--- src/rtl/exc_ctrl.sv ---
// Exception / interrupt / ERET controller at commit: classifies the committing
// instruction, emits one-cycle CP0 write strobes and holds a fetch redirect until it is accepted.
module exc_ctrl #(
  parameter logic [31:0] EXC_VECTOR = 32'hBFC0_0380
) (
  input  logic        clk,
  input  logic        rst,
  input  logic        commit_valid,
  output logic        commit_ready,
  input  logic [31:0] commit_pc,
  input  logic        commit_bd,
  input  logic [6:0]  commit_exc,
  input  logic [31:0] commit_badvaddr,
  input  logic        commit_eret,
  input  logic        cp0_has_int,
  input  logic [31:0] cp0_epc,
  output logic        w_cp0_update_ena,
  output logic [4:0]  w_cp0_exccode,
  output logic        w_cp0_bd,
  output logic        w_cp0_exl,
  output logic [31:0] w_cp0_epc,
  output logic        w_cp0_badvaddr_ena,
  output logic [31:0] w_cp0_badvaddr,
  output logic        cp0_cls_exl,
  output logic        flush,
  output logic        redirect_valid,
  output logic [31:0] redirect_pc,
  input  logic        redirect_ready,
  output logic [15:0] exc_count
);

  // Handshakes: a commit transfers on a cycle where commit_valid & commit_ready;
  // a redirect transfers on a cycle where redirect_valid & redirect_ready, and
  // redirect_valid/redirect_pc stay stable until then.

  typedef enum logic {IDLE = 1'b0, REDIR = 1'b1} state_t;

  state_t      state;
  state_t      state_next;

  logic        take;
  logic        has_exc;
  logic        is_event;
  logic [4:0]  exccode_c;
  logic        badvaddr_ena_c;
  logic [31:0] badvaddr_c;
  logic [31:0] epc_c;

  logic        commit_ready_n;
  logic        update_n;
  logic        cls_n;
  logic        flush_n;
  logic        redirect_valid_n;
  logic [31:0] redirect_pc_n;
  logic [15:0] exc_count_n;

  assign take     = commit_valid & commit_ready & (state == IDLE);
  assign has_exc  = cp0_has_int | (|commit_exc);
  assign is_event = has_exc | commit_eret;
  assign epc_c    = commit_bd ? (commit_pc - 32'd4) : commit_pc;

  // Cause priority: interrupt beats every synchronous exception; ERET is lowest.
  always_comb begin
    exccode_c      = 5'd0;
    badvaddr_ena_c = 1'b0;
    badvaddr_c     = commit_badvaddr;
    if (cp0_has_int) begin
      exccode_c = 5'd0;
    end else if (commit_exc[6]) begin
      exccode_c      = 5'd4;
      badvaddr_ena_c = 1'b1;
      badvaddr_c     = commit_pc;
    end else if (commit_exc[5]) begin
      exccode_c = 5'd10;
    end else if (commit_exc[4]) begin
      exccode_c = 5'd12;
    end else if (commit_exc[3]) begin
      exccode_c = 5'd8;
    end else if (commit_exc[2]) begin
      exccode_c = 5'd9;
    end else if (commit_exc[1]) begin
      exccode_c      = 5'd4;
      badvaddr_ena_c = 1'b1;
    end else if (commit_exc[0]) begin
      exccode_c      = 5'd5;
      badvaddr_ena_c = 1'b1;
    end
  end

  always_ff @(posedge clk) begin
    if (rst) begin
      state <= IDLE;
    end else begin
      state <= state_next;
    end
  end

  always_comb begin
    state_next = state;
    case (state)
      IDLE:    if (take && is_event) state_next = REDIR;
      REDIR:   if (redirect_ready) state_next = IDLE;
      default: state_next = IDLE;
    endcase
  end

  // Next values of the registered outputs.
  always_comb begin
    commit_ready_n   = (state_next == IDLE);
    update_n         = take & has_exc;
    cls_n            = take & commit_eret & ~has_exc;
    flush_n          = take & is_event;
    redirect_valid_n = (state_next == REDIR);
    redirect_pc_n    = redirect_pc;
    if (take && is_event) begin
      redirect_pc_n = has_exc ? EXC_VECTOR : cp0_epc;
    end
    exc_count_n = exc_count;
    if (update_n && (exc_count != 16'hFFFF)) begin
      exc_count_n = exc_count + 16'd1;
    end
  end

  always_ff @(posedge clk) begin
    if (rst) begin
      commit_ready       <= 1'b0;
      w_cp0_update_ena   <= 1'b0;
      w_cp0_exccode      <= 5'd0;
      w_cp0_bd           <= 1'b0;
      w_cp0_exl          <= 1'b0;
      w_cp0_epc          <= 32'd0;
      w_cp0_badvaddr_ena <= 1'b0;
      w_cp0_badvaddr     <= 32'd0;
      cp0_cls_exl        <= 1'b0;
      flush              <= 1'b0;
      redirect_valid     <= 1'b0;
      redirect_pc        <= 32'd0;
      exc_count          <= 16'd0;
    end else begin
      commit_ready       <= commit_ready_n;
      w_cp0_update_ena   <= update_n;
      w_cp0_exl          <= update_n;
      w_cp0_badvaddr_ena <= update_n & badvaddr_ena_c;
      cp0_cls_exl        <= cls_n;
      flush              <= flush_n;
      redirect_valid     <= redirect_valid_n;
      redirect_pc        <= redirect_pc_n;
      exc_count          <= exc_count_n;
      // Data fields only move with the strobe so CP0 sees a coherent record.
      if (update_n) begin
        w_cp0_exccode  <= exccode_c;
        w_cp0_bd       <= commit_bd;
        w_cp0_epc      <= epc_c;
        w_cp0_badvaddr <= badvaddr_c;
      end
    end
  end

endmodule

--- config.mk ---
export PLATFORM = sky130hd
export DESIGN_NAME = exc_ctrl
export DESIGN_NICKNAME = d
export VERILOG_FILES = /design/src/rtl/exc_ctrl.sv
export SDC_FILE = /design/constraint.sdc
export NUM_CORES = 1
export LEC_CHECK = 0
export ABC_AREA = 0
export ABC_CLOCK_PERIOD_IN_PS = 2300
export BUFFER_PORTS_ARGS = -buffer_cell sky130_fd_sc_hd__buf_2
export CAP_MARGIN = 20
export CORE_MARGIN = 2
export CORE_UTILIZATION = 30
export CTS_CLUSTER_DIAMETER = 200
export CTS_CLUSTER_SIZE = 14
export DETAILED_ROUTE_END_ITERATION = 6
export GPL_TIMING_DRIVEN = 0
export SYNTH_ARGS = -nofsm -noshare
export SYNTH_HDL_FRONTEND = slang
export SYNTH_SLANG_ARGS = --single-unit
--- constraint.sdc ---
create_clock -name clk -period 2.3 [get_ports clk]
set_clock_uncertainty 0.2 [all_clocks]
set_input_delay 0.23 -clock clk [delete_from_list [all_inputs] [get_ports clk]]
set_output_delay 0.23 -clock clk [all_outputs]
set_load 0.05 [all_outputs]
-- After elaboration in Yosys (flattened, before gate mapping)
Cells that the tools add are included.
- output and inout port bits: 125
- bits in latches: 0
- memories kept: 0
- flip-flop bits (word level): 124
- bits of input ports: 110
- ROM bits: 0
- memory bits (writable): 0
- multipliers: 0
- $lt $le $gt $ge: 0
- shifts and indexed selects: 0
- muxes and demuxes: 23
- bitwise logic cells: 12
- reductions and logical operators: 3
- add/subtract/negate cells: 2
- equality and inequality tests: 1
- divide/modulo/power cells: 0
- operators with widths (cell ; count):
    $mux W32 ; 4
    $sub A32 B3 Y32 const B ; 1
    $mux W4 ; 6
    $add A16 B1 Y16 const B ; 1
    $ne A16 B16 Y1 const B ; 1
    $mux W1 ; 10
    $and A1 B1 Y1 ; 7
    $reduce_or A7 Y1 ; 1
    $mux W3 ; 2
    $not A1 Y1 ; 3
    $logic_and A1 B1 Y1 ; 2
    $or A1 B1 Y1 ; 2
    $pmux W1 S2 ; 1

-- Logic depth before layout (Yosys ltp)
- depth in word-level cells: 9
- gate-level depth with buffers: 8
- gate-level depth less buffers: 7

-- Least setup slack after synthesis
No wires, ideal clock.
- path type: register -> register
- start point: register commit_ready
- end point: register w_cp0_epc[19]
- path slack: -0.051 ns
- setup time: 0.079 ns
- stages on the path, launching flop included: 8
- buffers on the path: 3
- data required time: 2.021 ns
- arrival time: 2.072 ns
- cell sequence: dfxtp_1 -> and3b_1 -> clkbuf_1 -> a21boi_1 -> clkbuf_1 -> clkbuf_1 -> nor2_1 -> a211oi_2
- cells in the longest elaborated chain, start to end: 3
- RTL lines (item ; line ; RTL):
    start: declaration ; 9 ; output logic commit_ready,
    start signal: assignment ; 140 ; commit_ready <= commit_ready_n;
    $and A1 B1 Y1 (2 in series) ; 57 ; assign take = commit_valid & commit_ready & (state == IDLE);
    $and A1 B1 Y1 ; 110 ; update_n = take & has_exc;
    end signal: assignment ; 153 ; w_cp0_epc <= epc_c;
    end: declaration ; 21 ; output logic [31:0] w_cp0_epc,
No other way between the ends.
A chain may end at the register's enable or synchronous reset.

-- Worst setup path in the final report
- start point: register exc_count[0]
- end point: register exc_count[13]
- cells in the longest elaborated chain, start to end: 2
- RTL lines (item ; line ; RTL):
    start: declaration ; 29 ; output logic [15:0] exc_count
    start signal: assignment ; 148 ; exc_count <= exc_count_n;
    branches (longest 2 deep; another with $add A16 B1 Y16) ; -- ;
Several ways; the timed one is not identified.

==> flow_summary_export.csv <==
group,metric,value,unit
worst_setup_path,path_cells,"ha_1, and3_1, and4_1, clkbuf_1, a2111oi_0, xnor2_1, nor2_1",
timing,tns,0,ps
global_routing,grt_overflow_total,0,
timing,holdWs,13.2,ps
detailed_routing,firstDrtPassIters,4,
pwr,internal_power,4.80,mW
global_routing,grt_max_degree,17,
detailed_routing,drtIter0Drc,251,
yosys,netlist-cell-type-count,47,
clock_tree,clock_tree.buffer_depth,2,
timing,fmax,0.443,GHz
detailed_routing,drc_errors,0,
cells_and_area,stdcell_count,1171,
yosys,synth_top_cell_by_area,"dfxtp_1",
clock_tree,ctsRootBufferMaster,"clkbuf_16",
cells_and_area,area_growth,59.5,%
worst_setup_path,end_kind,"register",
pwr,power_frac_seq,34.4,%
clock_tree,insertion_delay,410,ps
global_routing,grt_pass1_wl,28800,microns
yosys,synth_edf_count,0,
timing,hold_viol_final,0,
status,status,"finished, final reports clean",
die,die-width,138,microns
timing,finalCritPeriodShare,98.1,%
die,start_util,30.8,%
yosys,ys_ff_latch,123,
timing,slew_viol_final,0,
min_path,hold_path_class,"in -> reg",
worst_setup_path,crit_arrival,2340,ps
cells_and_area,drive_gt1_share,32.0,%
worst_setup_path,crit_type,"reg -> reg",
die,core,0.0174,sq mm
pwr,power_frac_comb,18.0,%
pwr,p_clk_share,47.6,%
die,std_cell_rows,48,
place,dpl-instance-area,0.00679,sq mm
detailed_routing,detail-route-antenna-nets,0,
yosys,synthTopCellsByArea,"dfxtp_1, a211oi_1, nor2_1, mux2i_1, xnor2_1",
timing,layout_min_cycle_time,2260,ps
worst_setup_path,slowest_delay,540,ps
pwr,ir_drop,523,uV
yosys,synth_warnings,0,
cells_and_area,utilization,49.2,%
place,port_buffers,232,
timing,slew_headroom,47.2,%
timing,rsz0062_at_grt,"true",
pwr,power_density,782,mW/mm^2
yosys,synth_top_area_share,46.0,%
worst_setup_path,r2r_slack,40,ps
cells_and_area,num-nets-final,1044,
global_routing,antenna_found_initial,1,
die,io_pins,235,
place,dp_hpwl,13400,microns
cells_and_area,fin_area,0.00853,sq mm
yosys,postSynthNetCount,694,
pwr,leakage,3.67,nW
global_routing,first_global_vias,5403,
detailed_routing,viasPerCell,4.86,
yosys,ys.flop_type,"dfxtp_1",
detailed_routing,wl_per_cell,16.2,microns
yosys,synthCells,582,
clock_tree,clock-sinks,123,
worst_setup_path,start_kind,"register",
detailed_routing,drt_wl_total,19000,microns
timing,final-setup-viol-count,0,
place,placedCellCount,1039,
die,die-area,0.0189,sq mm
place,gp_congestion,0.772,
yosys,yosysSeqAreaShare,46.0,%
clock_tree,cts_max_level,4,
global_routing,grt_usage,19.8,%
worst_setup_path,path_max_fanout,7,
clock_tree,cts_tree,"built",
yosys,synthArstFlopShare,0,%
worst_setup_path,cpMaxStageDelayCell,"a2111oi_0",
timing,tightest_slew,791,ps
run,maxCapViolCount,0,
pwr,swShare,28.1,%
yosys,syn_area,0.00535,sq mm
worst_setup_path,required,2390,ps
detailed_routing,num_vias,5686,
pwr,switchingPower,1.87,mW
die,die_y,138,microns
yosys,synth_area_per_cell,9.19,sq um
clock_tree,path_clk_slew,60,ps
clock_tree,numCtsBuffers,17,
-- final timing paths --
path | from | depth (start not counted) | to
hold reg to reg | w_cp0_exccode[1] | 2 | w_cp0_exccode[1]
setup reg to reg | exc_count[0] | 7 | exc_count[13]
hold / removal | commit_pc[30] | 3 | w_cp0_badvaddr[30]
setup / recovery | exc_count[0] | 7 | exc_count[13]
-- cell usage after synthesis, drive strengths merged, types with 2 or more instances --
master	n
a2111oi	3
a211o	2
a211oi	61
a21oi	11
a22o	20
and3	4
and4	3
buf	4
clkbuf	42
dfxtp	123
ha	2
inv	3
mux2i	34
nand2	19
nand3	8
nand4	8
nor2	114
nor2b	4
nor3	23
nor4	14
o2111ai	2
o211ai	2
o21ai	6
or3	6
or4	10
xnor2	25
xor2	16
-- power by group through the flow --
| stage | Combinational (mW) | Sequential (mW) | Clock [mW] |
|---|---|---|---|
| floorplan | 0.317 | 2.72 | 0 |
| global placement | 1.05 | 2.34 | 0 |
| detailed placement | 1.05 | 2.34 | 0 |
| CTS | 1.19 | 2.30 | 3.21 |
| global route | 1.28 | 2.31 | 3.31 |
| finish | 1.20 | 2.30 | 3.18 |
-- layer usage --
metal | global-route usage, % | vias up | wire (microns)
met1 | 24.7 | 2679 | 8310
met3 | 5.45 | 37 | 960
met5 | 0 | - | 0
met4 | 8.25 | 0 | 582
met2 | 32.1 | 165 | 9140
li1 | - | 2805 | -
-- stage by stage --
stage | setup WS (ps) | power, mW
global route | -60.7 | 6.89
global placement | -624 | 3.38
detailed placement | -616 | 3.39
finish | 44.5 | 6.67
floorplan | -34.7 | 3.04
CTS | 5.77 | 6.70
-- layout make-up --
cell class | count | area, sq um
clock buffer | 17 | 425
clock inverter | 15 | 269
antenna | 1 | 2.50
sequential | 123 | 2460
tap | 225 | 282
multi-input combinational | 410 | 2710
inverter | 3 | 11.3
fill | 1660 | 8820
buffer | 45 | 213
timing repair buffer | 332 | 2160
-- timing repair --
| item | CTS | global route |
|---|---|---|
| hold buffers | 99 | 0 |
| setup buffers | 0 | 1 |
| endpoints found under the setup margin | 74 | 54 |
| hold endpoints to repair | 89 | 0 |
| gates cloned | 0 | 0 |
| pin swaps | 0 | 0 |
| gates resized for setup | 18 | 12 |
-- layout by cell type (no fill, tap or decap), drive strengths merged, types with 7 or more instances in the layout --
master       netlist  layout
nor2             114     114
a211oi            61      61
dfxtp            123     123
dlygate4sd3        0      99
nand3              8       8
nor4              14      14
buf                4     237
bufinv             0       7
nand2             19      19
mux2i             34      34
a21oi             11      11
xor2              16      16
a22o              20      20
nand4              8       8
or4               10      10
clkbuf            42      58
xnor2             25      25
nor3              23      23
-- cell families after synthesis --
family | synth area share, %
buffers and inverters | 3.74
adders and majority gates | 0.468
xor gates and xnor gates | 6.71
other | 0.0701
DFF | 46.0
muxes | 6.36
and+or+nand+nor | 20.7
AOI/OAI and AO/OA | 15.9
-- sequential cells by signal (all words and copies together) (netlist names) --
register,cells
commit_ready,1
cp0_cls_exl,1
exc_count,16
flush,1
redirect_pc,32
redirect_valid,1
w_cp0_badvaddr,32
w_cp0_badvaddr_ena,1
w_cp0_bd,1
w_cp0_epc,32
w_cp0_exccode,4
w_cp0_exl,1
-- worst max-delay path: cells and delay by family (launching register included) --
| kind | cells | cell delay [ps] |
|---|---|---|
| buffers and inverters | 1 | 170 |
| XOR/XNOR | 1 | 170 |
| AND/OR/NAND/NOR | 3 | 470 |
| flip-flops | 1 | 360 |
| adder cells (fa/ha/maj) | 1 | 230 |
| AO/OA/AOI/OAI | 1 | 540 |
Note: power is estimated with default switching activity, not from simulation.
